### src/rtl/mux_scan_sampler_if.sv
// rtl/mux_scan_sampler_if.sv - word handshake bundle between the mux scan sampler and its consumer
// Purpose: carries the completed 4-bit scan word with a valid/ready handshake.
// Signals:
//   word        4  scanned word, word[i] = mux sample taken at address i
//   word_valid  1  word is complete and held stable
//   word_ready  1  consumer accepts word this cycle
// Modports: master = sampler side (drives word/word_valid), slave = consumer side.
interface mux_scan_sampler_if;
  logic [3:0] word;
  logic       word_valid;
  logic       word_ready;

  modport master (output word, output word_valid, input word_ready);
  modport slave  (input word, input word_valid, output word_ready);
endinterface

### src/rtl/mux_scan_sampler.sv
// rtl/mux_scan_sampler.sv - steps a 4:1 mux select through 0..3 and samples its output into a word
// Purpose: on start, holds each mux address for SETTLE_CYCLES clocks so the mux
//   gate chain resolves, samples mux_out at the end of each hold, and presents the
//   four samples as one word on a valid/ready handshake.
// Parameters:
//   SETTLE_CYCLES  clocks each address is held before its sample (1..255)
// Ports:
//   clk       in   rising-edge clock
//   reset     in   synchronous active-high reset
//   start     in   scan request (honoured in IDLE, or in VALID when the word is accepted)
//   mux_out   in   out pin of the 4:1 mux
//   address0  out  mux select bit 0
//   address1  out  mux select bit 1
//   busy      out  high whenever the sequencer is not idle
//   wbus      if   word / word_valid / word_ready handshake (master side)
module mux_scan_sampler #(
  parameter int SETTLE_CYCLES = 4
) (
  input  logic                clk,
  input  logic                reset,
  input  logic                start,
  input  logic                mux_out,
  output logic                address0,
  output logic                address1,
  output logic                busy,
  mux_scan_sampler_if.master  wbus
);

  typedef enum logic [1:0] {
    IDLE   = 2'd0,
    SETTLE = 2'd1,
    VALID  = 2'd2
  } state_t;

  localparam logic [7:0] RELOAD = 8'(SETTLE_CYCLES - 1);

  state_t     state, state_n;
  logic [7:0] cnt, cnt_n;
  logic [1:0] addr, addr_n;
  logic [3:0] capture, capture_n;
  logic [3:0] word_q, word_n;
  logic       valid_q, busy_q;

  always_ff @(posedge clk) begin
    if (reset) begin
      state   <= IDLE;
      cnt     <= 8'd0;
      addr    <= 2'd0;
      capture <= 4'd0;
      word_q  <= 4'd0;
      valid_q <= 1'b0;
      busy_q  <= 1'b0;
    end else begin
      state   <= state_n;
      cnt     <= cnt_n;
      addr    <= addr_n;
      capture <= capture_n;
      word_q  <= word_n;
      // Flags are registered from the next state so they line up with it.
      valid_q <= (state_n == VALID);
      busy_q  <= (state_n != IDLE);
    end
  end

  always_comb begin
    state_n   = state;
    cnt_n     = cnt;
    addr_n    = addr;
    capture_n = capture;
    word_n    = word_q;
    case (state)
      IDLE: begin
        if (start) begin
          state_n = SETTLE;
          addr_n  = 2'd0;
          cnt_n   = RELOAD;
        end
      end
      SETTLE: begin
        if (cnt != 8'd0) begin
          cnt_n = cnt - 8'd1;
        end else begin
          capture_n[addr] = mux_out;
          if (addr != 2'd3) begin
            addr_n = addr + 2'd1;
            cnt_n  = RELOAD;
          end else begin
            // Word is published only here, with the final sample folded in,
            // so a partial scan never reaches the output.
            word_n  = capture_n;
            addr_n  = 2'd0;
            state_n = VALID;
          end
        end
      end
      VALID: begin
        if (wbus.word_ready) begin
          if (start) begin
            // Back-to-back scan without an idle cycle.
            state_n = SETTLE;
            addr_n  = 2'd0;
            cnt_n   = RELOAD;
          end else begin
            state_n = IDLE;
          end
        end
      end
      default: state_n = IDLE;
    endcase
  end

  assign address0        = addr[0];
  assign address1        = addr[1];
  assign busy            = busy_q;
  assign wbus.word       = word_q;
  assign wbus.word_valid = valid_q;

endmodule

### src/flat_wrapper.sv
// flat-port wrapper written by rule: the top's interface ports become plain ports
module mux_scan_sampler_flat 
#(
  parameter int SETTLE_CYCLES = 4
)
  (clk, reset, start, mux_out, address0, address1, busy, wbus_word, wbus_word_valid, wbus_word_ready);
  mux_scan_sampler_if wbus_i ();
  input  logic clk;
  input  logic reset;
  input  logic start;
  input  logic mux_out;
  output logic address0;
  output logic address1;
  output logic busy;
  output wire logic [$bits(wbus_i.word)-1:0] wbus_word;
  output wire logic [$bits(wbus_i.word_valid)-1:0] wbus_word_valid;
  input wire logic [$bits(wbus_i.word_ready)-1:0] wbus_word_ready;
  assign wbus_word = wbus_i.word;
  assign wbus_word_valid = wbus_i.word_valid;
  assign wbus_i.word_ready = wbus_word_ready;
  mux_scan_sampler #(.SETTLE_CYCLES(SETTLE_CYCLES)) u_core (.clk(clk), .reset(reset), .start(start), .mux_out(mux_out), .address0(address0), .address1(address1), .busy(busy), .wbus(wbus_i));
endmodule
### config.mk
export PLATFORM = sky130hd
export DESIGN_NAME = mux_scan_sampler_flat
export DESIGN_NICKNAME = d
export VERILOG_FILES = /design/src/rtl/mux_scan_sampler_if.sv /design/src/rtl/mux_scan_sampler.sv /design/src/flat_wrapper.sv
export SDC_FILE = /design/constraint.sdc
export NUM_CORES = 1
export LEC_CHECK = 0
export ABC_AREA = 1
export BUFFER_PORTS_ARGS = -buffer_cell sky130_fd_sc_hd__buf_2
export CORE_UTILIZATION = 45
export CTS_BUF_LIST = sky130_fd_sc_hd__clkbuf_4
export DETAILED_ROUTE_END_ITERATION = 12
export PLACE_DENSITY = 0.64
export SYNTH_ARGS = -nofsm -noshare
export SYNTH_HDL_FRONTEND = slang
export SYNTH_SLANG_ARGS = --single-unit
### constraint.sdc
create_clock -name clk -period 2.2 [get_ports clk]
set_input_delay 0.11 -clock clk [delete_from_list [all_inputs] [get_ports clk]]
set_output_delay 0.11 -clock clk [all_outputs]
set_load 0.005 [all_outputs]
======== Word level (Yosys, flattened, before mapping) ========
Index checks and enable logic that the tools add are counted.
storage, ports and cells
  output and inout bits ................... 8
  input bits .............................. 5
  flip-flop bits (word level) ............. 22
cells by class
  $add $sub $neg .......................... 2
  bitwise logic cells ..................... 2
  reductions and logical operators ........ 9
  equality and inequality tests ........... 7
  $lt $le $gt $ge ......................... 2
  mux-type cells .......................... 19
operators by type and width
  cell                                                                                  count
  8-bit two-way mux                                                                     4
  8-bit case mux with 3 select lines                                                    1
  2-bit two-way mux                                                                     8
  2-bit case mux with 3 select lines                                                    2
  3-bit AND reduction                                                                   3
  8-bit nonzero test                                                                    1
  8-bit by 1-bit subtractor with 8-bit output (second input constant)                   1
  2-bit != test (second input constant)                                                 3
  4-bit bitwise mux                                                                     1
  2-bit == test (second input constant)                                                 2
  2-bit by 3-bit < comparator with 1-bit output (second input constant)                 1
  3-bit by 1-bit != test with 1-bit output (second input constant)                      1
  3-bit nonzero test                                                                    1
  2-bit by 1-bit adder with 2-bit output (second input constant)                        1
  1-bit demux with 2-bit select                                                         1
  2-bit by 1-bit == test with 1-bit output (second input constant)                      1
  2-bit by 1-bit greater-or-equal comparator with 1-bit output (second input constant)  1
  2-bit zero test                                                                       1
  1-bit two-way mux                                                                     2
  1-bit NOT                                                                             2
  2-bit AND reduction                                                                   1
  2-bit nonzero test                                                                    1
  1-bit logical AND                                                                     1

======== Depth between registers and ports, before layout ========
  word-level depth ........................ 5
  gate-level depth with buffers ........... 10

======== Worst setup path after synthesis ========
OpenSTA, ideal clock, no wires.
  kind .................................... register to register
  start point ............................. reg u_core.addr[0]
  end point ............................... reg u_core.cnt[2]
  cell stages (with the launch flop) ...... 9
  clock period less this slack ............ 1.379 ns
  arrival ................................. 1.265 ns
  path slack .............................. 0.821 ns
  data required time ...................... 2.086 ns
  setup time .............................. 0.114 ns
  path through ............................ dfxtp_1 -> ha_1 -> inv_1 -> nor2_1 -> nand3_1 -> nand3_4 -> nand2_1 -> nand2_1 -> nor2_1
between the ends
  longest elaborated chain between the ends .. 3
ends and longest elaborated chain
  item                                                       line                    RTL
  start: declaration                                         mux_scan_sampler.sv:39  logic [1:0] addr, addr_n;
  start signal: assignment                                   mux_scan_sampler.sv:56  addr <= addr_n;
  2-bit != test                                              mux_scan_sampler.sv:84  if (addr != 2'd3) begin
  3-bit by 1-bit != test with 1-bit output (no source line)  -
  3-bit AND reduction (no source line)                       -
  end signal: assignment                                     mux_scan_sampler.sv:55  cnt <= cnt_n;
  end: declaration                                           mux_scan_sampler.sv:38  logic [7:0] cnt, cnt_n;
Every way passes these cells.
A chain may end at the register's enable or synchronous reset.

======== Worst setup path in the final report ========
  start point ............................. reg u_core.addr[1]
  end point ............................... reg u_core.busy_q, in the netlist u_core.busy
between the ends
  longest elaborated chain between the ends .. 5
ends and longest elaborated chain
  item                                line                    RTL
  2-bit != test                       mux_scan_sampler.sv:84
  2-bit two-way mux                   mux_scan_sampler.sv:84
  2-bit two-way mux                   mux_scan_sampler.sv:80  if (cnt != 8'd0) begin
  2-bit case mux with 3 select lines  mux_scan_sampler.sv:71  case (state)
  2-bit nonzero test                  mux_scan_sampler.sv:61  busy_q <= (state_n != IDLE);
  end signal: assignment              mux_scan_sampler.sv:61
  end: declaration                    mux_scan_sampler.sv:42  logic valid_q, busy_q;
Every way passes these cells.

==> reports/metrics.yaml <==
yosysSeqAreaShare_pct: 35.8
status: "finished clean"
finalPower_w: 0.000815
hp-start: "reset"
pwr-share-seq_pct: 52.2
slew_viol_final: 0
synth_cell_types: 25
fmax_mhz: 641
first_pass_iters: 5
clk-insertion-delay-late_ns: 0.31
ctsResizeCount: 0
syn_inst: 174
grt_pass1_vias: 922
clock_skew_ns: 0.0126
drtIter0Drc: 22
instances_no_fill: 218
worstRegToRegCells: 8
syn_nets: 184
overflow: 0
fin_area_um2: 1290
die_h_um: 53.1
pwr-share-clk_pct: 23.1
netlist_area_um2: 1170
period_minus_slack_ns: 1.56
grt_usage_pct: 18.7
postSynthAreaPerCell_um2: 6.75
cts-buffers-inserted: 3
r2r_slack_ns: 0.64
cap_violations: 0
power_density_nw_per_um2: 631
synth-async-reset-ratio_pct: 0
critPathCaptureType: "register"
min-delay-path-class: "input port to register"
drive_gt1_share_pct: 19.1
multi_input_area_um2: 641
irDropWorstVdd_uv: 407
drc: 0
cellLeakagePower_nw: 0.656
antenna_found_initial: 0
dpl-instance-area_um2: 1260
setup_viol: 0
syn_to_final_growth_pct: 9.90
h-tree-depth: 1
ff_latch_area_um2: 420
gp_congestion: 0.813
hpwl_um: 1770
grt_max_degree: 13
pwr-share-comb_pct: 24.7
worst_ep_arrival_time_ns: 1.76
ys_warn_count: 0
dp_cells: 214
nets: 199
rsz0062_at_grt: "false"
postCtsSetupBuffers: 0
routed_via_density: 4.80
placementRows: 18
vias: 1046
p_int_w: 0.000548
port_buffers: 12
ant_nets: 0
wl_per_cell_um: 10.3
setup_tns_ns: 0
startpoint: "u_core.addr[1]$_SDFFE_PP0P_"
core-area_um2: 2480
initial_utilization_pct: 47.4
cts-root-buf: "clkbuf_4"
clockBufferDepth: 2
cts.sinks: 21
p_sw_w: 0.000267
utilization_pct: 52.1
hold_buffers: 0
drt-total-wl_um: 2250
cp-start-kind: "register"
n_fill_cell: 252
r2r-start: "u_core.addr[1]$_SDFFE_PP0P_"
synthFlopType: "dfxtp_1"
grt_pass1_wl_um: 3770
maxSlewHeadroom_pct: 74.3
fin_crit_sh_pct: 70.9
cp.required_ns: 2.40
critPathKind: "register to register"
cp-endpoint: "u_core.busy$_SDFF_PP0_"
num_io_pins: 13
r2r_end: "u_core.busy$_SDFF_PP0_"
tightest_slew_ns: 0.386
swShare_pct: 32.8
synth_edf_count: 0
fp.dieW_um: 53.1
hold_viol_final: 0
cts.clk_slew.worst_paths_ns: 0.13
synth_seq_cells: 21
worstPathMaxFanout: 10
die_area_um2: 2820
antenna_cells: 0
cts_tree: "done"
state kept, by name, summed over array words and instances, names as in the netlist:
name / count
u_core.cnt: 8
u_core.wbus.word: 4
u_core.capture: 3
u_core.addr: 2
u_core.state: 2
u_core.busy: 1
u_core.wbus.word_valid: 1
synthesized netlist by cell type (2+ instances only):
| library cell | n | area, um^2 |
|---|---|---|
| a21oi_1 | 8 | 40.0 |
| dfxtp_1 | 21 | 420 |
| ha_1 | 5 | 62.6 |
| inv_1 | 23 | 86.3 |
| inv_2 | 5 | 18.8 |
| nand2_1 | 38 | 143 |
| nand2_2 | 6 | 37.5 |
| nand2_4 | 2 | 22.5 |
| nand3_1 | 12 | 60.1 |
| nand3b_1 | 2 | 15.0 |
| nand4_1 | 3 | 18.8 |
| nor2_1 | 32 | 120 |
| nor2_4 | 2 | 22.5 |
| o21ai_0 | 3 | 15.0 |
| o21ai_1 | 2 | 10.0 |
final cells by class:
class	instances	area share [%]
flip-flops and latches	21	32.6
clock inverters	1	0.388
clock buffers	3	1.74
well taps	30	2.91
repair buffers	12	4.65
inverters	28	8.14
multi-input cells	123	49.6
per-stage QoR:
step                      hold WS, ns  worst slack (ns)
final                          0.0598             0.640
after global routing           0.0622             0.442
after CTS                      0.0519             0.634
after detailed placement        0.400             0.666
after global placement          0.387             0.665
after floorplan                 0.347             0.821
metal layers:
| layer | track usage, % | up-vias | part of all wire (%) |
|---|---|---|---|
| li1 | - | 566 | - |
| met1 | 21.2 | 467 | 49 |
| met2 | 33.5 | 9 | 48 |
| met3 | 3.45 | 4 | 1.9 |
| met4 | 7.89 | 0 | 1.2 |
| met5 | 0 | - | 0 |
worst min path at each step:
stage                                       end  cells after the start
6_report             u_core.cnt[3]$_SDFFE_PP0P_                      2
2_1_floorplan  u_core.wbus.word[3]$_SDFFE_PP0P_                      4
5_1_grt              u_core.cnt[3]$_SDFFE_PP0P_                      2
4_1_cts              u_core.cnt[3]$_SDFFE_PP0P_                      2
3_3_place_gp         u_core.cnt[3]$_SDFFE_PP0P_                      2
3_5_place_dp         u_core.cnt[3]$_SDFFE_PP0P_                      2
cell families (layout without fill, tap and decap cells):
group,after synthesis,in the layout,synth area share (%)
AOI/OAI and AO/OA,16,16,7.56
xor gates and xnor gates,2,2,1.49
adders and majority gates,5,5,5.32
buffers and inverters,30,44,9.69
DFF,21,21,35.8
and+or+nand+nor,100,100,40.2
layout by cell type (no fill, tap or decap):
cell type / Yosys / routed
nand2_1: 38 / 38
nor2_1: 32 / 32
inv_1: 23 / 23
dfxtp_1: 21 / 21
nand3_1: 12 / 12
buf_2: 1 / 12
a21oi_1: 8 / 8
nand2_2: 6 / 6
inv_2: 5 / 5
ha_1: 5 / 5
o21ai_0: 3 / 3
nand4_1: 3 / 3
clkbuf_4: 0 / 3
nand2_4: 2 / 2
nor2_4: 2 / 2
o21ai_1: 2 / 2
nand3b_1: 2 / 2
o21ai_2: 1 / 1
or2_4: 1 / 1
nand3_4: 1 / 1
nor2_2: 1 / 1
xor2_1: 1 / 1
a21oi_2: 1 / 1
xnor2_1: 1 / 1
a31oi_1: 1 / 1
clkinv_2: 0 / 1
power groups by stage:
stage	combinational, W	clock (W)	sequential, W
global placement	0.000197	0	0.000434
finish	0.000201	0.000188	0.000425
CTS	0.000203	0.000199	0.000425
floorplan	0.000161	0	0.000430
global route	0.000230	0.000210	0.000429
detailed placement	0.000202	0	0.000434
critical path: stages, from the launching register on:
cell and delay (ns):
dfxtp_1 0.42, ha_1 0.29, inv_1 0.11, nor2_1 0.11, nand3_1 0.17, nand3_4 0.19, nor2_2 0.06, inv_1 0.05
nand2_1 0.04
(Power assumes the default switching activity.)
